**config.mk**
```make
export PLATFORM = sky130hd
export DESIGN_NAME = rr_lock_arbiter
export DESIGN_NICKNAME = d
export VERILOG_FILES = /design/src/rtl/rr_lock_arbiter_pkg.sv /design/src/rtl/rr_lock_arbiter_accum_decoder.sv /design/src/rtl/rr_lock_arbiter.sv
export SDC_FILE = /design/constraint.sdc
export NUM_CORES = 1
export LEC_CHECK = 0
export CAP_MARGIN = 5
export CORE_MARGIN = 10
export CORE_UTILIZATION = 52
export CTS_BUF_LIST = sky130_fd_sc_hd__clkbuf_16
export CTS_CLUSTER_DIAMETER = 50
export DETAILED_ROUTE_END_ITERATION = 10
export PLACE_DENSITY_LB_ADDON = 0.3
export SLEW_MARGIN = 20
export SYNTH_ARGS = -nofsm -noshare
export SYNTH_HDL_FRONTEND = slang
export SYNTH_HIERARCHICAL = 1
export SYNTH_SLANG_ARGS = --single-unit
```
**constraint.sdc**
```tcl
create_clock -name clk -period 8.35 [get_ports clk]
set_input_delay 1.67 -clock clk [delete_from_list [all_inputs] [get_ports clk]]
set_output_delay 1.67 -clock clk [all_outputs]
set_load 0.05 [all_outputs]
```
**src/rtl/rr_lock_arbiter_pkg.sv**
```systemverilog
`default_nettype none
// ============================================================================
// Module      : rr_lock_arbiter_pkg
// Description : Shared types and helpers for the round-robin lock arbiter:
//               FSM state encoding and the hold-counter width function.
// Revision    : 1.0 - initial release
// ============================================================================
package rr_lock_arbiter_pkg;

    // Arbiter FSM: either nobody owns the resource, or exactly one owner does
    typedef enum logic {
        ARB_IDLE = 1'b0,
        ARB_BUSY = 1'b1
    } arb_state_t;

    // Bits needed to count 0..max_hold (clog2(max_hold+1)), never below 1
    // so the counter still exists when the timeout is disabled.
    function automatic int hold_cnt_width(input int max_hold);
        int w;
        w = 1;
        while ((1 << w) < (max_hold + 1)) begin
            w = w + 1;
        end
        return w;
    endfunction

endpackage
`default_nettype wire

```
**src/rtl/rr_lock_arbiter_accum_decoder.sv**
```systemverilog
`default_nettype none
// ============================================================================
// Module      : accum_decoder
// Description : Thermometer decoder. mask[i] = 1 for every i below in_val;
//               'set' forces the whole mask to ones (used when in_val has
//               wrapped past the top index).
// Revision    : 1.0 - initial release
// ============================================================================
module accum_decoder #(
    parameter int N = 3
) (
    input  logic [N-1:0]        in_val,
    input  logic                set,
    output logic [(1<<N)-1:0]   mask
);

    for (genvar i = 0; i < (1 << N); i++) begin : g_therm
        localparam logic [N-1:0] c_idx = N'(i);
        assign mask[i] = set | (c_idx < in_val);
    end

endmodule
`default_nettype wire

```
**src/rtl/rr_lock_arbiter.sv**
```systemverilog
`default_nettype none
// ============================================================================
// Module      : rr_lock_arbiter
// Description : Round-robin arbiter with grant locking. The owner keeps the
//               grant while its request stays high; an optional MAX_HOLD
//               timeout forces rotation when others are waiting.
// Revision    : 1.0 - initial release
// ============================================================================
module rr_lock_arbiter
    import rr_lock_arbiter_pkg::*;
#(
    parameter int IDX_W    = 3,
    parameter int MAX_HOLD = 0
) (
    input  logic                    clk,
    input  logic                    rst,
    input  logic [(1<<IDX_W)-1:0]   req,
    output logic [(1<<IDX_W)-1:0]   gnt,
    output logic [IDX_W-1:0]        gnt_idx,
    output logic                    gnt_valid,
    output logic                    gnt_new
);

    localparam int N_REQ  = 1 << IDX_W;
    localparam int HOLD_W = hold_cnt_width(MAX_HOLD);
    localparam logic [HOLD_W-1:0] c_hold_last = HOLD_W'((MAX_HOLD > 0) ? (MAX_HOLD - 1) : 0);
    localparam logic [IDX_W-1:0]  c_top_idx   = IDX_W'(N_REQ - 1);

    arb_state_t          r_state,    w_state_nxt;
    logic [IDX_W-1:0]    r_last_ptr, w_last_nxt;
    logic [HOLD_W-1:0]   r_hold_cnt, w_hold_nxt;
    logic [N_REQ-1:0]    r_gnt,      w_gnt_nxt;
    logic [IDX_W-1:0]    r_gnt_idx,  w_idx_nxt;
    logic                r_gnt_new;
    logic                w_grant;

    logic [N_REQ-1:0]    w_mask_lo;
    logic [N_REQ-1:0]    w_req_hi;
    logic [N_REQ:0]      w_hi_below;
    logic [N_REQ:0]      w_all_below;
    logic [N_REQ-1:0]    w_hi_first;
    logic [N_REQ-1:0]    w_all_first;
    logic [N_REQ-1:0]    w_win_oh;
    logic [IDX_W-1:0]    w_win_idx;
    logic                w_timeout;

    // Requesters at or below the previous winner form the low-priority half.
    // When the previous winner is the top index, in_val wraps to 0 and 'set'
    // makes everything low priority so selection restarts from bit 0.
    accum_decoder #(.N(IDX_W)) u_mask (
        .in_val (r_last_ptr + IDX_W'(1)),
        .set    (r_last_ptr == c_top_idx),
        .mask   (w_mask_lo)
    );

    assign w_req_hi = req & ~w_mask_lo;

    // Lowest-set-bit pick for both the high-priority slice and the full vector
    assign w_hi_below[0]  = 1'b0;
    assign w_all_below[0] = 1'b0;
    for (genvar i = 0; i < N_REQ; i++) begin : g_prio_enc
        assign w_hi_first[i]    = w_req_hi[i] & ~w_hi_below[i];
        assign w_hi_below[i+1]  = w_hi_below[i] | w_req_hi[i];
        assign w_all_first[i]   = req[i] & ~w_all_below[i];
        assign w_all_below[i+1] = w_all_below[i] | req[i];
    end

    assign w_win_oh = (|w_req_hi) ? w_hi_first : w_all_first;

    // Encode the one-hot winner into an index
    always_comb begin
        w_win_idx = '0;
        for (int i = 0; i < N_REQ; i++) begin
            if (w_win_oh[i]) begin
                w_win_idx = w_win_idx | IDX_W'(i);
            end
        end
    end

    assign w_timeout = (MAX_HOLD != 0) && (r_hold_cnt == c_hold_last);

    // Next-state and next-output logic: decide whether a new grant is issued
    always_comb begin
        w_state_nxt = r_state;
        w_grant     = 1'b0;
        case (r_state)
            ARB_IDLE: begin
                if (|req) begin
                    w_grant = 1'b1;
                end
            end
            ARB_BUSY: begin
                // Release wins over a coincident timeout
                if (!req[r_gnt_idx]) begin
                    if (|req) begin
                        w_grant = 1'b1;
                    end else begin
                        w_state_nxt = ARB_IDLE;
                    end
                end else if (w_timeout && (|(req & ~r_gnt))) begin
                    w_grant = 1'b1;
                end
            end
            default: w_state_nxt = ARB_IDLE;
        endcase
        if (w_grant) begin
            w_state_nxt = ARB_BUSY;
        end

        w_gnt_nxt  = r_gnt;
        w_idx_nxt  = r_gnt_idx;
        w_last_nxt = r_last_ptr;
        w_hold_nxt = r_hold_cnt;
        if (w_grant) begin
            w_gnt_nxt  = w_win_oh;
            w_idx_nxt  = w_win_idx;
            w_last_nxt = w_win_idx;
            w_hold_nxt = '0;
        end else if (w_state_nxt == ARB_IDLE) begin
            w_gnt_nxt  = '0;
            w_hold_nxt = '0;
        end else if (r_hold_cnt != c_hold_last) begin
            w_hold_nxt = r_hold_cnt + HOLD_W'(1);
        end
    end

    // State and output registers; reset returns priority to requester 0
    always_ff @(posedge clk) begin
        if (rst) begin
            r_state    <= ARB_IDLE;
            r_last_ptr <= c_top_idx;
            r_hold_cnt <= '0;
            r_gnt      <= '0;
            r_gnt_idx  <= '0;
            r_gnt_new  <= 1'b0;
        end else begin
            r_state    <= w_state_nxt;
            r_last_ptr <= w_last_nxt;
            r_hold_cnt <= w_hold_nxt;
            r_gnt      <= w_gnt_nxt;
            r_gnt_idx  <= w_idx_nxt;
            r_gnt_new  <= w_grant;
        end
    end

    assign gnt       = r_gnt;
    assign gnt_idx   = r_gnt_idx;
    assign gnt_valid = |r_gnt;
    assign gnt_new   = r_gnt_new;

endmodule
`default_nettype wire

```
======== Yosys cells after proc, flatten, opt, wreduce, memory -nomap -nowiden ========
Index checks and enable logic that the tools add are counted.
word-level totals
  word-level logic and storage cells ...... 89
  register bits ........................... 16
  input port bits ......................... 10
  output and inout port bits .............. 13
operators by class
  magnitude comparators ................... 9
  add/subtract/negate cells ............... 1
  eq/ne operators ......................... 2
  reductions and logical operators ........ 3
  muxes and demuxes ....................... 18
  bitwise gates (word level) .............. 51
operators by type and width
  kind                                                                     number
  8-bit 2-to-1 mux                                                         3
  8-bit OR reduction                                                       3
  1-bit OR                                                                 20
  1-bit inverter                                                           15
  1-bit AND                                                                14
  3-bit < comparator, first input constant                                 4
  3-bit 2-to-1 mux                                                         4
  8-bit AND                                                                1
  8-bit inverter                                                           1
  1-bit 2-to-1 mux                                                         7
  1-bit by 3-bit < comparator with 1-bit output, first input constant      2
  2-bit by 3-bit < comparator with 1-bit output, first input constant      2
  3-bit by 4-bit < comparator with 1-bit output, second input constant     1
  2-bit 2-to-1 mux                                                         2
  3-bit by 1-bit adder with 3-bit output, second input constant            1
  1-bit binary-select mux with 3-bit select                                1
  3-bit == test, second input constant                                     1
  2-bit by 1-bit inequality test with 1-bit output, second input constant  1
  1-bit one-hot mux with 2 select lines                                    1

======== Longest topological paths before layout ========
Gate-level depths: netlist of the first run.
  word-level depth ........................ 21
  mapped depth ............................ 10
  gate-level depth less buffers ........... 10

======== Hierarchy ========
Netlist of the first run, hierarchy kept.
by module, submodules not included
  module           seq. area each (um^2)  instances  cells an instance  area an instance (um^2)
  rr_lock_arbiter  320.3                  1          113                933.4
  accum_decoder    0.0                    1          9                  67.6

======== Least setup slack after synthesis of the first run ========
OpenSTA, ideal clock, no wires.
  kind .................................... input-to-reg
  start ................................... input req[4]
  end ..................................... register r_last_ptr[0]
  buffers on the path ..................... 0
  setup time .............................. 0.148 ns
  required time ........................... 8.202 ns
  data arrival time ....................... 3.092 ns
  path slack .............................. 5.110 ns
  cell stages on the path ................. 6
  cell sequence ........................... or4_1 or4_4 nor2_2 nor2_1 nor3_1 a41oi_1
on the way
  word-level cells in the longest chain between the ends .. 10
  elaborated cells on any way between the ends .. 30
  classes of those cells .................. mux (13); bitwise (15); reduce/logical (2)
RTL lines
  what                           RTL line                text
  start: declaration             rr_lock_arbiter.sv:17   input logic [(1<<IDX_W)-1:0] req,
  8-bit AND                      rr_lock_arbiter.sv:56   assign w_req_hi = req & ~w_mask_lo;
  8-bit OR reduction             rr_lock_arbiter.sv:68   assign w_win_oh = (|w_req_hi) ? w_hi_first : w_all_first;
  8-bit 2-to-1 mux               rr_lock_arbiter.sv:68
  1-bit 2-to-1 mux               rr_lock_arbiter.sv:74   if (w_win_oh[i]) begin
  2-bit 2-to-1 mux (2 in a row)  rr_lock_arbiter.sv:74
  3-bit 2-to-1 mux (4 in a row)  rr_lock_arbiter.sv:74
  end signal: assignment         rr_lock_arbiter.sv:131  r_last_ptr <= c_top_idx;
  end signal: assignment         rr_lock_arbiter.sv:138  r_last_ptr <= w_last_nxt;
  end: declaration               rr_lock_arbiter.sv:30   logic [IDX_W-1:0] r_last_ptr, w_last_nxt;
Parallel ways exist; a longest one is shown, timed or not. The select of a mux whose other input is x is not followed.
A chain may end at the register's enable or synchronous reset.

======== Final worst setup path of the first run ========
Ends and elaborated chain as after synthesis.

==> summary.md, run 1 <==
| Metric | Value |
|---|---|
| Outcome | completed |
| Initial antenna violation count | 0 |
| Min-delay src | gnt[1] |
| Reg area | roughly 320 sq um |
| Chip height | 63.9 um |
| Worst EP required | around 8.4 ns |
| Final Setup Violations | 0 |
| Later-pin clock latency in the skew report | 0.25 ns |
| DR vias | 1,063 |
| Die X | 63.9 um |
| Final Hold Vio Count | 0 |
| Placed cell area | 1240 sq um |
| Post-DRT Antenna Nets | 0 |
| IO Pins | 23 |
| Worst setup EP type | register |
| Register area share after synthesis | around a third |
| Max Buffers Root-to-Sink | 2 |
| Leak pwr | roughly 0.0005 uW |
| Total clock buffers created by CTS | 3 |
| Worst Reg-to-Reg Cells | 10 |
| Final period utilization | 44.6% |
| Port bufs | 22 |
| PD cells | between 400 and 500 nW/um^2 |
| Final core utilization | roughly three quarters |
| DRC | 0 |
| CP Max Fanout | 6 |
| Share of layout cells above drive strength 1 | slightly above 10% |
| H-tree Lvls | 1 |
| Fillers | approximately 140 |
| Area Overhead vs Synth | 31.9% |
| Initial DRC count | 64 |
| Fin Clk Skew | ~0.00065 ns |
| Via density | about 6.2 |
| Hold_buf cts | 0 |
| Slowest CP cell | or4_1 |
| First-pass GRT wire length | roughly 5000 um |
| Drt first pass iters | 4 |
| Antenna Cells | 0 |
| RSZ-0062 raised after global routing | false |
| Slew HR | a little under three fifths |
| WP data arrival | 3.82 ns |
| Initial core utilization | 56.1% |
| Cell breakdown of the critical path | clkdlybuf4s50_1 -> or4_1 -> or4_4 -> nor2_2 -> nor2_1 -> nor3_1 -> a41oi_1 |
| Clk root buf | clkbuf_16 |
| Hold WC Path Type | register to register |
| WP buf/inv | 1 |
| Post-synthesis register bit count | 16 |
| Clock sink count | 16 |
| Syn Area/Cell | 8.20 sq um |
| Setup Buffers After CTS | 0 |
| Core area | about 1800 sq um |
| Setup TNS | 0 ns |
| # nets final | 159 |
| Post-Synthesis Cell Area | 1000 sq um |
| Distinct cells, synth | 38 |
| WL/cell | ~18 um |
| Clock transition at path regs | 0.05 ns |
| Multi-input gate area | around 660 sq um |
| Placement row count | 15 |
| RD Place Congestion | 0.912 |
| Top achievable clock speed | ~0.27 GHz |
| Final Cell Area | 1320 sq um |
| Die area | 4080 sq um |
| Mapped Cells | about 120 |
| Slew Limit Fails | 0 |
| Hpwl dp | 2400 um |
| DRT Wirelength | 3040 um |
| Crit-path leading delay family | simple AND/OR/NAND/NOR gates |
| Hold Path Sink | gnt[1] |
| Yosys warns | 6 |
| Max capacitance violation total | 0 |
| Delay of the slowest critical-path stage | around 0.60 ns |
| Vias in the first global route | ~1.0k |
| R2R Path End | r_last_ptr[0] |
| Critical R2R Launch | r_last_ptr[0] |
| R2r setup slk | about 5.1 ns |
| WS Path Type | input pin to register |
| GR Overflow Total | 0 |
| VDD IR-drop max | roughly 0.33 mV |
| CTS resizes | 0 |
| CTS tree | done |
| Hold path cells | 2 |
| Actual slew at the worst max-slew pin | approximately 0.65 ns |
| Synthesized net count | 134 |
| Fin crit period | between 3 and 4 ns |
| Total track usage | between 15 and 20% |
| CP Launch Type | input pin |
| Pin count of the biggest net entering global routing | 13 |
==> cell usage in the layout (no fill, tap or decap), types with 2 or more instances in the layout <==
| cell | count |
|---|---|
| a211oi_1 | 2 |
| a21oi_1 | 9 |
| a22o_1 | 6 |
| a31oi_1 | 2 |
| a41oi_1 | 2 |
| clkbuf_16 | 3 |
| clkdlybuf4s50_1 | 22 |
| dfxtp_1 | 16 |
| ha_1 | 2 |
| inv_1 | 3 |
| mux4_2 | 2 |
| nand2_1 | 14 |
| nand2b_1 | 6 |
| nand3_1 | 2 |
| nand3b_1 | 2 |
| nand4_1 | 2 |
| nor2_1 | 16 |
| nor2b_1 | 5 |
| nor3_1 | 7 |
| nor4_1 | 2 |
| o21ai_0 | 2 |
| or2_1 | 2 |
==> registers in the layout (all words and copies together) (netlist names) <==
register / cells
gnt_new: 1
gnt_idx: 3
r_last_ptr: 3
r_state: 1
gnt: 8
==> per-stage QoR <==
step                      total power (uW)  std cells  setup slack (ns)  hold slack, ns
after floorplan                        426        122              5.11           0.481
final                                  636        171              4.62           0.469
after global placement                 525        167              4.51           0.449
after global routing                   679        171              4.37           0.493
after CTS                              630        171              4.65           0.474
after detailed placement               535        167              4.40           0.471
==> cell usage after synthesis <==
library cell	number	area (sq um)
a211oi_1	2	15.0
a211oi_2	1	12.5
a21o_1	1	7.51
a21o_2	1	8.76
a21oi_1	9	45.0
a22o_1	6	52.6
a311oi_1	1	8.76
a31o_2	1	8.76
a31oi_1	2	12.5
a41oi_1	2	17.5
buf_4	1	7.51
clkbuf_1	1	3.75
dfxtp_1	16	320
ha_1	2	25.0
inv_1	3	11.3
mux4_2	2	45.0
nand2_1	14	52.6
nand2b_1	6	37.5
nand3_1	2	10.0
nand3b_1	2	15.0
nand4_1	2	12.5
nor2_1	16	60.1
nor2_2	1	6.26
nor2b_1	5	31.3
nor3_1	7	35.0
nor3_2	1	10.0
nor3b_2	1	12.5
nor4_1	2	12.5
nor4b_2	1	15.0
o2111a_1	1	11.3
o21ai_0	2	10.0
o22ai_1	1	6.26
o22ai_2	1	12.5
or2_1	2	12.5
or3_1	1	6.26
or3_4	1	11.3
or4_1	1	7.51
or4_4	1	11.3
==> metal layers <==
metal  track usage [%]  share of wire (%)  vias to the layer above  routed length (um)
met5                 0                  0                        -                   0
met4              5.19                2.7                        0                  81
met3              6.62                 12                       12                 364
met2              24.6                 47                       68                1440
met1              16.9                 38                      477                1150
li1                  -                  -                      506                   -
==> layout make-up <==
cell class	instances	area share (%)
multi-input combinational	101	49.9
timing repair buffer	22	16.7
sequential	16	24.3
tap	25	2.37
clock buffer	3	5.69
clock inverter	1	0.284
inverter	3	0.853
==> power by group <==
group / switching, uW / internal, uW / total [uW]
registers: 22.2 / 102 / 124
logic: 263 / 155 / 418
clock network: 30.1 / 63.6 / 93.7
==> worst register-to-register path: stages, from the launching register on <==
cell,delay [ns]
dfxtp_1,0.32
ha_1,0.20
ha_1,0.34
or3_4,0.41
or2_1,0.24
nand2b_1,0.21
o2111a_1,0.21
nand2_1,0.25
o22ai_2,0.12
a211oi_1,0.59
a41oi_1,0.20
==> how the worst max path moves through the flow <==
stage,start,to,slack (ns),depth (start not counted)
final,req[4],r_last_ptr[0],4.62,7
after global routing,req[5],r_last_ptr[0],4.37,7
after CTS,req[0],r_last_ptr[0],4.65,7
after detailed placement,req[0],r_last_ptr[0],4.40,7
after global placement,req[0],r_last_ptr[0],4.51,7
after floorplan,req[4],r_last_ptr[0],5.11,6
==> cell families (layout without fill, tap and decap cells) <==
logic type	after synthesis	after routing	share of synthesized area (%)
multiplexers	2	2	4.50
adder cells (fa/ha/maj)	2	2	2.50
buffers and inverters	5	29	2.25
AND/OR/NAND/NOR	66	66	35.9
flip-flops	16	16	32.0
AO/OA/AOI/OAI	31	31	22.9
Power figures use the tool's default switching activity.
==> run 2, diff against run 1 <==
--- a/config.mk
+++ b/config.mk
@@ -7,7 +7,7 @@
 export LEC_CHECK = 0
 export CAP_MARGIN = 5
 export CORE_MARGIN = 10
-export CORE_UTILIZATION = 52
+export CORE_UTILIZATION = 49
 export CTS_BUF_LIST = sky130_fd_sc_hd__clkbuf_16
 export CTS_CLUSTER_DIAMETER = 50
 export DETAILED_ROUTE_END_ITERATION = 10
==> constraint.sdc (replaced) <==
create_clock -name clk -period 3.6 [get_ports clk]
set_input_delay 0.72 -clock clk [delete_from_list [all_inputs] [get_ports clk]]
set_output_delay 0.72 -clock clk [all_outputs]
set_load 0.05 [all_outputs]
==> summary.md, run 2 (synthesized netlist as in run 1, its figures left out) <==
| Metric | Value |
|---|---|
| Outcome | completed |
| # nets final | 159 (unchanged) |
| Crit-path leading delay family | simple AND/OR/NAND/NOR gates |
| WP data arrival | 3.23 ns (-0.59 ns) |
| WS Path Type | register to register |
| Total track usage | 14.0% (-1.0 points) |
| Core area | 1940 sq um (+8.9%) |
| PD cells | 1100 nW/um^2 (+130%) |
| First-pass GRT wire length | 4830 um (-3.8%) |
| WL/cell | 16.8 um (-5.7%) |
| Worst setup EP type | register |
| H-tree Lvls | 1 (unchanged) |
| Fin crit period | ~3.1 ns |
| Setup TNS | 0 ns (unchanged) |
| Min-delay src | gnt[1] |
| Actual slew at the worst max-slew pin | 0.568 ns (-0.0775 ns) |
| Via density | 5.99 (-3.6%) |
| RD Place Congestion | 0.908 (-0.45%) |
| Initial core utilization | 51.5% (-4.6 points) |
| DR vias | 1,037 (-2.4%) |
| DRT Wirelength | 2900 um (-4.6%) |
| Chip height | 65.2 um (+2.1%) |
| Drt first pass iters | 4 (unchanged) |
| WP buf/inv | 0 (-1) |
| CP Launch Type | register |
| CP Max Fanout | 8 (+2) |
| VDD IR-drop max | 0.655 mV (+100%) |
| WHS | 0.461 ns (-0.00723 ns) |
| Vias in the first global route | 1,038 (-0.67%) |
| Fin Clk Skew | 0.00109 ns (+0.000442 ns) |
| Initial antenna violation count | 0 (unchanged) |
| Final Hold Vio Count | 0 (unchanged) |
| Pin count of the biggest net entering global routing | 13 (unchanged) |
| DRC | 0 (unchanged) |
| Setup Buffers After CTS | 0 (unchanged) |
| Clock sink count | 16 (unchanged) |
| Hold WC Path Type | register to register |
| CTS tree | done |
| Worst EP required | 3.69 ns (-4.75 ns) |
| IO Pins | 23 (unchanged) |
| Critical R2R Launch | r_last_ptr[0] |
| Delay of the slowest critical-path stage | 0.53 ns (-0.07 ns) |
| Most frequent CP cell | ha_1 |
| Slowest CP cell | a211oi_1 |
| Clock transition at path regs | 0.05 ns (about the same) |
| Placement row count | 16 (+1) |
| CTS resizes | 0 (unchanged) |
| Area Overhead vs Synth | 32.1% |
| Fillers | 170 (+24%) |
| Commonest non-fill, non-tap cells in the layout | 22 x clkdlybuf4s50_1, 16 x nor2_1, 16 x dfxtp_1 |
| Slew Limit Fails | 0 (unchanged) |
| Leak pwr | 0.000499 uW (unchanged) |
| Max capacitance violation total | 0 (unchanged) |
| Most common cell after layout, fill and taps aside | clkdlybuf4s50_1 |
| Initial DRC count | 40 (-38%) |
| Top achievable clock speed | approximately 0.32 GHz |
| Final Setup Violations | 0 (unchanged) |
| Later-pin clock latency in the skew report | 0.24 ns (about the same) |
| Hpwl dp | 2340 um (-2.5%) |
| Largest register FFs | 8 (unchanged) |
| Max Buffers Root-to-Sink | 2 (unchanged) |
| Port bufs | 22 (unchanged) |
| Hold_buf cts | 0 (unchanged) |
| R2r setup slk | 0.46 ns (-4.63 ns) |
| Clk root buf | clkbuf_16 |
| Total clock buffers created by CTS | 3 (unchanged) |
| Worst setup path startpoint | r_last_ptr[0] |
| GR Overflow Total | 0 (unchanged) |
| Antenna Cells | 0 (unchanged) |
| RSZ-0062 raised after global routing | false |
| Share of layout cells above drive strength 1 | 10.3% (unchanged) |
| Post-DRT Antenna Nets | 0 (unchanged) |
| Die X | 65.2 um (+2.1%) |
| Die area | 4250 sq um (+4.2%) |
| Cell breakdown of the critical path | ha_1 -> ha_1 -> or3_4 -> or2_1 -> nand2b_1 -> o2111a_1 -> nand2_1 -> o22ai_2 -> a211oi_1 -> a41oi_1 |
| Final period utilization | ~87% |
| Slew HR | 61.9% (+5.2 points) |
[run 2: cell counts in the layout (fill, tap and decap cells not counted)]
No cell type changed its count.
[run 2: report_power, final]
group / internal [uW] / total (uW) / switching (uW) / leakage [uW]
registers: 236 / 283 / 47.2 / 0.000132
logic: 359 / 961 / 602 / 0.000329
clock network: 147 / 213 / 65.7 / 0.0000385
[run 2: final timing paths]
check / end / cells past startpoint
max: r_last_ptr[0] / 10
max reg2reg: r_last_ptr[0] / 10
min: gnt[1] / 2
min reg2reg: gnt[1] / 2
[run 2: cell type report]
cell class | count | area [sq um] | area share (%)
repair buffers | 22 | 220 | 16.7
clock buffers | 3 | 75.1 | 5.68
flip-flops and latches | 16 | 320 | 24.2
clock inverters | 1 | 3.75 | 0.284
inverters | 3 | 11.3 | 0.851
multi-input cells | 101 | 658 | 49.8
well taps | 27 | 33.8 | 2.55
[run 2: stage by stage]
stage / area (sq um) / instances / setup slack (ns) / power, uW / utilization (%)
finish: 1320 / 173 / 0.463 / 1460 / 68.1
global route: 1320 / 173 / 0.241 / 1560 / 68.1
floorplan: 1000 / 122 / 0.871 / 988 / -
CTS: 1320 / 173 / 0.494 / 1460 / 68.1
global placement: 1240 / 169 / 0.575 / 1210 / 64.0
detailed placement: 1240 / 169 / 0.503 / 1240 / 64.0
[run 2: routing by layer]
metal	share of wire (%)	track usage (%)	vias up
met1	41	14.5	478
li1	-	-	504
met2	49	24.3	41
met3	6.8	5.42	14
met5	0	0	-
met4	3.4	6.68	0
[run 2: tightest hold or removal path, stage by stage (launching register included)]
cell	delay (ns)
dfxtp_1	0.32
nand2_1	0.06
nand2_1	0.04
==> run 3, diff against run 2 <==
--- a/config.mk
+++ b/config.mk
@@ -12,6 +12,7 @@
 export CTS_CLUSTER_DIAMETER = 50
 export DETAILED_ROUTE_END_ITERATION = 10
 export PLACE_DENSITY_LB_ADDON = 0.3
+export REMOVE_ABC_BUFFERS = 1
 export SLEW_MARGIN = 20
 export SYNTH_ARGS = -nofsm -noshare
 export SYNTH_HDL_FRONTEND = slang
==> constraint.sdc (replaced) <==
create_clock -name clk -period 3.5 [get_ports clk]
set_input_delay 0.7 -clock clk [delete_from_list [all_inputs] [get_ports clk]]
set_output_delay 0.7 -clock clk [all_outputs]
set_load 0.05 [all_outputs]
==> summary.md, run 3 (synthesized netlist as in run 1, its figures left out) <==
| Metric | Value |
|---|---|
| Outcome | completed |
| Die X | 65.2 um (unchanged) |
| Via density | 6.05 (+0.97%) |
| Min-delay src | gnt[1] |
| DRC | 0 (unchanged) |
| Antenna Cells | 0 (unchanged) |
| Most common cell after layout, fill and taps aside | clkdlybuf4s50_1 |
| Max Buffers Root-to-Sink | 2 (unchanged) |
| Hold_buf cts | 0 (unchanged) |
| Clock transition at path regs | 0.05 ns (about the same) |
| Drt first pass iters | 4 (unchanged) |
| Final period utilization | 88.2% (+1.1 points) |
| DRT Wirelength | 2890 um (-0.21%) |
| Hold WC Path Type | register to register |
| Critical R2R Launch | r_last_ptr[0] |
| # nets final | 159 (unchanged) |
| Worst setup EP type | register |
| IO Pins | 23 (unchanged) |
| Setup TNS | 0 ns (unchanged) |
| PD cells | 1120 nW/um^2 (+2.1%) |
| Clock sink count | 16 (unchanged) |
| R2r setup slk | 0.41 ns (-0.05 ns) |
| Setup Buffers After CTS | 0 (unchanged) |
| Worst Reg-to-Reg Cells | 10 (unchanged) |
| Port bufs | 22 (unchanged) |
| Pin count of the biggest net entering global routing | 13 (unchanged) |
| Initial core utilization | 51.5% (unchanged) |
| Share of layout cells above drive strength 1 | 10.3% (+0.071 points) |
| Slew HR | 65.1% (+3.2 points) |
| Final Setup Violations | 0 (unchanged) |
| Post-DRT Antenna Nets | 0 (unchanged) |
| Leak pwr | 0.000497 uW (-0.31%) |
| CTS resizes | 0 (unchanged) |
| Total track usage | 13.7% (-0.34 points) |
| Vias in the first global route | 985 (-5.1%) |
| Core area | 1940 sq um (unchanged) |
| Worst EP required | 3.59 ns (-0.10 ns) |
| Largest register FFs | 8 (unchanged) |
| Final Cell Area | 1320 sq um (-0.28%) |
| Initial antenna violation count | 0 (unchanged) |
| Top achievable clock speed | 0.324 GHz (+1.6%) |
| WS Path Type | register to register |
| Chip height | 65.2 um (unchanged) |
| Clk root buf | clkbuf_16 |
| Hold Path Sink | gnt[1] |
| WL/cell | 16.8 um (+0.37%) |
| Placement row count | 16 (unchanged) |
| Fin Clk Skew | 0.00490 ns (+0.00381 ns) |
| VDD IR-drop max | 0.751 mV (+15%) |
| Die area | 4250 sq um (unchanged) |
| Commonest non-fill, non-tap cells in the layout | 22 x clkdlybuf4s50_1, 16 x nor2_1, 16 x dfxtp_1 |
| Fillers | 161 (-5.3%) |
| Later-pin clock latency in the skew report | 0.24 ns (about the same) |
| Actual slew at the worst max-slew pin | 0.520 ns (-0.0476 ns) |
| Area Overhead vs Synth | 31.7% |
| First-pass GRT wire length | 4690 um (-2.9%) |
| Slew Limit Fails | 0 (unchanged) |
| Total clock buffers created by CTS | 3 (unchanged) |
| WP data arrival | 3.18 ns (-0.05 ns) |
| Initial DRC count | 46 (+15%) |
| Fin crit period | 3.09 ns (-0.0484 ns) |
| CP Launch Type | register |
| RD Place Congestion | 0.866 (-4.6%) |
| R2R Path End | gnt_idx[0] |
| Max capacitance violation total | 0 (unchanged) |
| GR Overflow Total | 0 (unchanged) |
| CP Max Fanout | 8 (unchanged) |
| DR vias | 1,041 (+0.39%) |
| H-tree Lvls | 1 (unchanged) |
| RSZ-0062 raised after global routing | false |
| Hpwl dp | 2340 um (-0.12%) |
| Final Hold Vio Count | 0 (unchanged) |
| CTS tree | done |
| Hold path cells | 2 (unchanged) |
| Placed cell area | 1240 sq um (unchanged) |
## run 3: changes by cell type in the layout (fill, tap and decap cells not counted), sizes merged
cell    before  now
clkinv       1    0
## run 3: worst max-delay path by stage
| stage | from | endpoint | slack (ns) |
|---|---|---|---|
| after floorplan | r_last_ptr[0] | r_last_ptr[0] | 0.77 |
| after global placement | req[0] | gnt_idx[2] | 0.50 |
| after detailed placement | r_last_ptr[0] | r_last_ptr[0] | 0.46 |
| after CTS | r_last_ptr[0] | gnt_idx[0] | 0.44 |
| after global routing | r_last_ptr[0] | r_last_ptr[0] | 0.20 |
| final | r_last_ptr[0] | gnt_idx[0] | 0.41 |
## run 3: worst max-delay path, stage by stage (launching register included)
cell and delay [ns]:
dfxtp_1 0.32, ha_1 0.20, ha_1 0.32, or3_4 0.41, or2_1 0.22, nand2b_1 0.21
o2111a_1 0.21, nand2_1 0.26, o22ai_2 0.10, a211oi_1 0.50, a311oi_1 0.17
## run 3: routing by layer
| metal | global-route usage (%) | routed length [um] |
|---|---|---|
| met1 | 14.9 | 1180 |
| met2 | 23.7 | 1450 |
| met3 | 4.07 | 186 |
| met4 | 6.42 | 78 |
| met5 | 0 | 0 |
## run 3: per-stage QoR
stage	utilization, %	setup slack [ns]	hold slack (ns)	total power [uW]	instances
6_report	67.9	0.412	0.466	1480	172
5_1_grt	67.9	0.203	0.492	1590	172
4_1_cts	67.9	0.442	0.475	1480	172
3_5_place_dp	64.0	0.459	0.468	1260	169
3_3_place_gp	64.0	0.498	0.453	1240	169
2_1_floorplan	-	0.771	0.478	1010	120
## run 3: power breakdown
group          internal [uW]  switching, uW
logic                    370            610
registers                243           49.4
clock network            149           62.0
total                    762            721
## run 3: final cells by class
cell class	instances	area (sq um)	area share [%]
clock buffers	3	75.1	5.69
multi-input cells	101	658	49.9
inverters	3	11.3	0.854
well taps	27	33.8	2.56
flip-flops and latches	16	320	24.3
repair buffers	22	220	16.7
